**config.mk**
```make
export PLATFORM = sky130hd
export DESIGN_NAME = inst_mem_loader_flat
export DESIGN_NICKNAME = d
export VERILOG_FILES = /design/src/rtl/inst_mem_loader_if.sv /design/src/rtl/inst_mem_loader.sv /design/src/flat_wrapper.sv
export SDC_FILE = /design/constraint.sdc
export NUM_CORES = 1
export LEC_CHECK = 0
export ABC_AREA = 1
export BUFFER_PORTS_ARGS = -buffer_cell sky130_fd_sc_hd__buf_4
export CAP_MARGIN = 15
export CORE_UTILIZATION = 45
export DETAILED_ROUTE_END_ITERATION = 16
export PLACE_DENSITY = 0.79
export SYNTH_ARGS = -nofsm -noshare
export SYNTH_HDL_FRONTEND = slang
export SYNTH_SLANG_ARGS = --single-unit
```
**constraint.sdc**
```tcl
create_clock -name clk -period 1.5 [get_ports clk]
set_input_delay 0.3 -clock clk [delete_from_list [all_inputs] [get_ports clk]]
set_output_delay 0.3 -clock clk [all_outputs]
set_load 0.01 [all_outputs]
```
**src/rtl/inst_mem_loader_if.sv**
```systemverilog
// Byte-stream input and instruction-store write port of the boot loader.
//
// Handshake: a byte (with its in_last flag) transfers on a posedge where
// in_valid && in_ready. The host holds in_valid/in_byte/in_last stable until
// that edge. in_ready depends on loader state only and never on in_valid.
// wr_en is a single-cycle strobe; wr_addr/wr_data are meaningful only while
// it is high.
interface inst_mem_loader_if #(
   parameter int ADDR_W = 5
);
   logic              in_valid;
   logic [7:0]        in_byte;
   logic              in_last;
   logic              in_ready;
   logic              wr_en;
   logic [ADDR_W-1:0] wr_addr;
   logic [31:0]       wr_data;

   // Host side: produces the byte stream and observes the store writes.
   modport master (
      output in_valid, in_byte, in_last,
      input  in_ready, wr_en, wr_addr, wr_data
   );

   // Loader side.
   modport slave (
      input  in_valid, in_byte, in_last,
      output in_ready, wr_en, wr_addr, wr_data
   );
endinterface

```
**src/rtl/inst_mem_loader.sv**
```systemverilog
// Boot-time instruction store writer: assembles big-endian bytes into 32-bit
// words, writes them to consecutive addresses from 0, holds the CPU until the
// program is loaded, and latches an error on partial words or overflow.
// DEPTH is expected to equal 2**ADDR_W.
module inst_mem_loader #(
   parameter int DEPTH  = 32,
   parameter int ADDR_W = 5
) (
   input  logic              clk,
   input  logic              rst,
   inst_mem_loader_if.slave  bus,
   output logic [ADDR_W:0]   word_count,
   output logic              load_done,
   output logic              load_err,
   output logic              cpu_hold,
   output logic [1:0]        dbg_state
);

   typedef enum logic [1:0] {
      S_LOAD  = 2'd0,
      S_WRITE = 2'd1,
      S_DONE  = 2'd2,
      S_ERR   = 2'd3
   } state_t;

   localparam logic [ADDR_W-1:0] LAST_ADDR = ADDR_W'(DEPTH - 1);

   state_t            r_state;
   state_t            w_next_state;
   logic [1:0]        r_byte_idx;
   logic [ADDR_W-1:0] r_word_ptr;
   logic [ADDR_W:0]   r_word_count;
   logic [31:0]       r_asm;
   logic              r_last_q;
   logic              w_in_ready;
   logic              w_wr_en;
   logic              w_partial_last;

   // in_last on any byte but the 4th of a word is a malformed program.
   assign w_partial_last = bus.in_last && (r_byte_idx != 2'd3);

   // State register.
   always_ff @(posedge clk) begin
      if (rst) begin
         r_state <= S_LOAD;
      end else begin
         r_state <= w_next_state;
      end
   end

   // Next-state and handshake/strobe decode.
   always_comb begin
      w_next_state = r_state;
      w_in_ready   = 1'b0;
      w_wr_en      = 1'b0;
      case (r_state)
         S_LOAD: begin
            w_in_ready = 1'b1;
            if (bus.in_valid) begin
               if (w_partial_last) begin
                  w_next_state = S_ERR;
               end else if (r_byte_idx == 2'd3) begin
                  w_next_state = S_WRITE;
               end
            end
         end
         S_WRITE: begin
            w_wr_en = 1'b1;
            if (r_last_q) begin
               w_next_state = S_DONE;
            end else if (r_word_ptr == LAST_ADDR) begin
               // Store is full and the stream says more is coming.
               w_next_state = S_ERR;
            end else begin
               w_next_state = S_LOAD;
            end
         end
         S_DONE:  w_next_state = S_DONE;
         S_ERR:   w_next_state = S_ERR;
         default: w_next_state = S_ERR;
      endcase
   end

   // Byte assembly, word pointer and word counter.
   always_ff @(posedge clk) begin
      if (rst) begin
         r_byte_idx   <= 2'd0;
         r_word_ptr   <= '0;
         r_word_count <= '0;
         r_asm        <= '0;
         r_last_q     <= 1'b0;
      end else begin
         if (r_state == S_LOAD && bus.in_valid && !w_partial_last) begin
            r_asm      <= {r_asm[23:0], bus.in_byte};
            r_byte_idx <= r_byte_idx + 2'd1;
            if (r_byte_idx == 2'd3) begin
               r_last_q <= bus.in_last;
            end
         end
         if (r_state == S_WRITE) begin
            r_byte_idx   <= 2'd0;
            r_word_count <= r_word_count + 1'b1;
            // Hold at the top address so the pointer never wraps on overflow.
            if (r_word_ptr != LAST_ADDR) begin
               r_word_ptr <= r_word_ptr + 1'b1;
            end
         end
      end
   end

   // A write pending in the reset cycle is dropped so the store is untouched.
   assign bus.in_ready = w_in_ready;
   assign bus.wr_en    = w_wr_en && !rst;
   assign bus.wr_addr  = r_word_ptr;
   assign bus.wr_data  = r_asm;

   assign word_count = r_word_count;
   assign load_done  = (r_state == S_DONE);
   assign load_err   = (r_state == S_ERR);
   assign cpu_hold   = (r_state != S_DONE);
   assign dbg_state  = r_state;

endmodule
```
**src/flat_wrapper.sv**
```systemverilog
// flat-port wrapper written by rule: the top's interface ports become plain ports
module inst_mem_loader_flat 
#(
   parameter int DEPTH  = 32,
   parameter int ADDR_W = 5
)
  (clk, rst, word_count, load_done, load_err, cpu_hold, dbg_state, bus_in_valid, bus_in_byte, bus_in_last, bus_in_ready, bus_wr_en, bus_wr_addr, bus_wr_data);
  inst_mem_loader_if #(.ADDR_W(ADDR_W)) bus_i ();
  input  logic clk;
  input  logic rst;
  output logic [ADDR_W:0] word_count;
  output logic load_done;
  output logic load_err;
  output logic cpu_hold;
  output logic [1:0] dbg_state;
  input wire logic [$bits(bus_i.in_valid)-1:0] bus_in_valid;
  input wire logic [$bits(bus_i.in_byte)-1:0] bus_in_byte;
  input wire logic [$bits(bus_i.in_last)-1:0] bus_in_last;
  output wire logic [$bits(bus_i.in_ready)-1:0] bus_in_ready;
  output wire logic [$bits(bus_i.wr_en)-1:0] bus_wr_en;
  output wire logic [$bits(bus_i.wr_addr)-1:0] bus_wr_addr;
  output wire logic [$bits(bus_i.wr_data)-1:0] bus_wr_data;
  assign bus_i.in_valid = bus_in_valid;
  assign bus_i.in_byte = bus_in_byte;
  assign bus_i.in_last = bus_in_last;
  assign bus_in_ready = bus_i.in_ready;
  assign bus_wr_en = bus_i.wr_en;
  assign bus_wr_addr = bus_i.wr_addr;
  assign bus_wr_data = bus_i.wr_data;
  inst_mem_loader #(.DEPTH(DEPTH), .ADDR_W(ADDR_W)) u_core (.clk(clk), .rst(rst), .bus(bus_i), .word_count(word_count), .load_done(load_done), .load_err(load_err), .cpu_hold(cpu_hold), .dbg_state(dbg_state));
endmodule
```
== Word level (Yosys, flattened, before mapping) ==
Index checks and enable logic that the tools add are counted.

* Bits in registers: 48
* Output and inout bits: 50
* Word-level logic and storage cells: 38

* Add/sub/neg operators: 3
* Equal/unequal tests: 10
* Multiplexer cells: 8
* Reductions and logical operators: 11

{| class="wikitable"
|+ Operator list
! kind !! number
|-
| 2-bit 2-to-1 mux || 5
|-
| 2-bit one-hot mux with 4 select lines || 1
|-
| 6-bit by 1-bit adder with 6-bit output (second input constant) || 1
|-
| 2-bit == test (second input constant) || 3
|-
| 2-bit inequality test (second input constant) || 3
|-
| 2-bit AND reduction || 3
|-
| 5-bit by 1-bit adder with 5-bit output (second input constant) || 1
|-
| 5-bit == test (second input constant) || 1
|-
| 5-bit inequality test (second input constant) || 1
|-
| 1-bit logical AND || 4
|-
| 3-bit by 2-bit inequality test with 1-bit output (second input constant) || 1
|-
| 2-bit by 1-bit adder with 2-bit output (second input constant) || 1
|-
| 2-bit by 1-bit == test with 1-bit output (second input constant) || 1
|-
| 1-bit logical NOT || 2
|-
| 2-bit logical NOT || 1
|-
| 1-bit 2-to-1 mux || 2
|-
| 2-bit OR reduction || 1
|}

== Logic depth before layout (Yosys ltp) ==
* Word-level depth: 5
* Mapped depth: 8
* Depth with buffers taken out: 8

== Worst setup path before layout ==
No wires, ideal clock.

* Kind: reg-to-reg
* Start point: register u_core.r_word_ptr[0], in the netlist u_core.bus.wr_addr[0]
* End point: register u_core.r_word_ptr[2], in the netlist u_core.bus.wr_addr[2]
* Arrival time: 1351 ps
* Data required time: 1385 ps
* Setup slack: 34 ps
* Cell stages (with the launch flop): 8
* Buffers on the path: 0
* Period minus slack after synthesis: 1466 ps
* Path through: dfxtp_1 -> ha_1 -> and3_1 -> ha_1 -> nor2_1 -> nand3_1 -> nand2_1 -> nor2_1

* Longest elaborated chain between the ends: 2
* Elaborated cells on any way between the ends: 3
* Those cells by class: add/sub (1); eq/ne (1); reduce/logical (1)

{| class="wikitable"
|+ Ends and longest elaborated chain
! what !! RTL line !! text
|-
| from (decl) || inst_mem_loader.sv:31 || <nowiki>logic [ADDR_W-1:0] r_word_ptr;</nowiki>
|-
| from (signal assigned) || inst_mem_loader.sv:105 || <nowiki>r_word_ptr <= r_word_ptr + 1'b1;</nowiki>
|-
| parallel branches: the longest is 2 deep, another holds 5-bit by 1-bit adder with 5-bit output || - ||
|}

Parallel ways; which one is timed is not known.
A chain may end at the register's enable or synchronous reset.

== Worst setup path in the final report ==
* Start point: register u_core.r_state[0], in the netlist u_core.dbg_state[0]
* End point: output bus_wr_en

* Longest elaborated chain between the ends: 3

{| class="wikitable"
|+ Ends and longest elaborated chain
! what !! RTL line !! text
|-
| from (decl) || inst_mem_loader.sv:28 || <nowiki>state_t r_state;</nowiki>
|-
| from (signal assigned) || inst_mem_loader.sv:47 || <nowiki>r_state <= w_next_state;</nowiki>
|-
| 2-bit by 1-bit == test with 1-bit output || inst_mem_loader.sv:56 || <nowiki>case (r_state)</nowiki>
|-
| 1-bit 2-to-1 mux || inst_mem_loader.sv:56 ||
|-
| 1-bit logical AND || inst_mem_loader.sv:113 || <nowiki>assign bus.wr_en = w_wr_en && !rst;</nowiki>
|-
| to (decl) || flat_wrapper.sv:20 || <nowiki>output wire logic [$bits(bus_i.wr_en)-1:0] bus_wr_en;</nowiki>
|}

No other way between the ends.

==> summary.txt <==
Outcome
  – Status: finished, final reports clean

Yosys
  – Synth Area in Adders: 2.47%
  – Post-synthesis sequential area ratio: 47.5%
  – Most frequent cell after synthesis: nand2_1
  – Cell taking the most area after synthesis: dfxtp_1
  – Post-synthesis cell count: 262
  – Mux contribution to synthesized area: 0%
  – Simple-gate share of the synthesized area: 30.4%
  – Syn nets: 278
  – Area share of the largest cell type after synthesis: 47.5%
  – Yosys cell types: 18
  – Mapped Avg Cell Area: 7.72 sq um
  – Synth Cell Area: 2020 sq um
  – Top FF cell, synth: dfxtp_1
  – FFs w/ async S/R, synth: 0%
  – Xor/xnor share of the synthesized area: 0%
  – YS warnings: 0
  – Top cells by count, synth: nand2_1, dfxtp_1, a21oi_1, nand4_1, nor2_1
  – Post-synth EDFFs: 0
  – Flops & latches, synth: 48
  – Compound-Gate Fraction of Synth Area: 11.1%
  – Synth top area cells: dfxtp_1, nand4_1, nand2_1, a21oi_1, nor2_1
  – Main combinational cell family by area after synthesis: simple AND/OR/NAND/NOR gates

Setup path
  – Critical path arrival: 1.15 ns
  – R2R Path End: u_core.bus.wr_data[12]
  – Critical Path RT: 1.20 ns
  – R2r setup slk: 0.10 ns
  – Largest fanout on the critical path: 6
  – Setup CP Type: flip-flop to output port
  – Setup crit start: u_core.dbg_state[0]
  – Nature of the critical path endpoint: output port
  – FF-to-FF path depth: 7
  – Startpoint types: flip-flop
  – Reg2reg start: u_core.r_byte_idx[0]

Layout
  – Nets: 339
  – Fin util: 62.3%
  – Syn-to-layout area delta: 33.1%
  – Antenna cells: 0
  – Share of cells above drive strength 1: 28.4%

Power
  – Leak pwr: 1.14 nW
  – PwrDens: 1040 nW/um^2
  – Tot Pwr: 2.81 mW
  – Max VDD drop: 0.514 mV

Global routing
  – Antenna violations before repair: 0
  – GRT overflow: 0
  – Largest net degree at the start of global routing: 35
  – First-pass GRT wire length: 7.53 mm
  – Overall routing resource usage: 19.4%
  – Vias in the first global route: 1656

Detailed routing
  – Via count: 1972
  – DRC Markers: 0
  – DRT Pass-1 Iters: 4
  – DR vias/cell: 5.24
  – Antenna-violating nets left: 0
  – Initial DRC Count: 103
  – Drt wl/cell: 12.5 microns
  – Post-Route WL: 4.68 mm

CTS
  – Later-pin clock latency in the skew report: 0.30 ns
  – Maximum clock insertion buffer count: 2
  – CTS tree: done
  – CTS Sinks: 48
  – H-tree depth: 2
  – TritonCTS buffer count: 5
  – Clk pin slew, worst setup/hold paths: 0.08 ns
  – CTS Root Cell: clkbuf_8

Worst hold path
  – Hold_sp: bus_in_byte[0]
  – Min-Delay Path Class: primary input to flip-flop
  – Hold endpoint: u_core.bus.wr_data[0]
  – WHS Path Cells: 3

Floorplanning
  – Row Count: 24
  – Initial Util: 46.8%
  – Core ar.: 4320 sq um
  – Die footprint: 4770 sq um
  – Top Ports: 62
  – Die Span X: 69.1 microns
  – Die height: 69.1 microns

Place
  – Dpl hpwl: 3.06 mm
  – Placer congestion estimate: 0.769
  – Port Buffer Count: 61

Timing
  – Least-Margin Pin Slew: 0.363 ns
  – Fin. Hold Viols: 0
  – Max transition margin: 75.8%
  – Max Slew Vio Count: 0
  – Achievable Freq: 689 MHz
  – Period utilization: 96.8%
  – Endpoints failing setup: 0
  – Post-route minimum period: 1.45 ns
  – Clock Skews: 0.00624 ns

Flow run
  – Max-capacitance violation count: 0
## layer usage
layer  part of all wire [%]  vias up  GRT usage [%]
met3                    4.0        4           4.97
met4                   0.98        0           7.48
li1                       -     1018              -
met2                     49       35           30.3
met1                     46      915           25.6
met5                      0        -              0
## how the worst max path moves through the flow
stage                                  to  slack (ns)  cells past startpoint
global placement    u_core.bus.wr_addr[2]        0.03                      7
detailed placement  u_core.bus.wr_addr[2]       -0.03                      7
floorplan           u_core.bus.wr_addr[2]        0.03                      7
CTS                             bus_wr_en      -0.004                      5
global route                    bus_wr_en       -0.03                      5
finish                          bus_wr_en        0.05                      5
## metrics by stage
step	TNS [ns]	setup WS [ns]	instance area (sq um)	hold slack, ns	instances
after floorplan	0	0.0336	2020	0.436	262
after global placement	0	0.0287	2540	0.449	366
after detailed placement	-0.0593	-0.0308	2540	0.456	366
after CTS	-0.00418	-0.00418	2650	0.277	374
after global routing	-0.0325	-0.0325	2690	0.275	376
final	0	0.0481	2690	0.286	376
## timing repair
action	4_1_cts	5_1_grt
hold buffers	0	0
pin swaps	0	1
gates resized for setup	4	12
setup buffers	0	2
cloned	0	0
setup endpoints to repair	6	11
## registers in the layout (all words and copies together), names as in the netlist
name / cells
u_core.r_byte_idx: 2
u_core.r_last_q: 1
u_core.bus.wr_addr: 5
u_core.bus.wr_data: 32
u_core.dbg_state: 2
u_core.word_count: 6
## logic make-up after synthesis
group	after synthesis
buffers and inverters	36
AO/OA/AOI/OAI	45
flip-flops	48
adder cells (fa/ha/maj)	4
AND/OR/NAND/NOR	129
## worst max-delay path: stages, from the launching register on
cell	delay [ns]
dfxtp_4	0.40
inv_4	0.05
nor2_4	0.16
nand2_2	0.08
inv_2	0.07
buf_6	0.10
## report_power, final
group	switching, mW	total, mW	internal, mW
combinational	0.305	0.524	0.220
clock	0.414	0.909	0.495
sequential	0.0530	1.38	1.32
total	0.772	2.81	2.04
## cells in the final DEF, fill, tap and decap left out
cell / netlist / routed
clkinv_2: 0 / 1
ha_2: 0 / 1
nor2_1: 21 / 20
o21ai_1: 0 / 2
nand3b_1: 1 / 1
inv_4: 0 / 1
nand4_1: 38 / 38
nand3_1: 4 / 4
a21oi_1: 38 / 38
inv_2: 0 / 1
buf_6: 2 / 3
and3_1: 1 / 1
buf_12: 0 / 2
clkbuf_8: 0 / 5
dfxtp_1: 48 / 46
clkbuf_1: 5 / 1
nand2_2: 1 / 3
nand2_1: 60 / 58
ha_1: 4 / 3
o21ai_0: 7 / 5
bufinv_16: 0 / 1
dfxtp_4: 0 / 1
dfxtp_2: 0 / 1
nor2_4: 2 / 3
buf_4: 3 / 68
nand3_2: 1 / 1
inv_1: 17 / 15
## area by class of cell
class,count,area [sq um]
Tap cell,52,65.1
Clock buffer,6,72.6
Fill cell,404,1630
Clock inverter,2,35.0
Timing Repair Buffer,73,584
Sequential cell,48,966
Multi-Input combinational cell,178,905
Inverter,17,66.3
(Power assumes the default switching activity.)
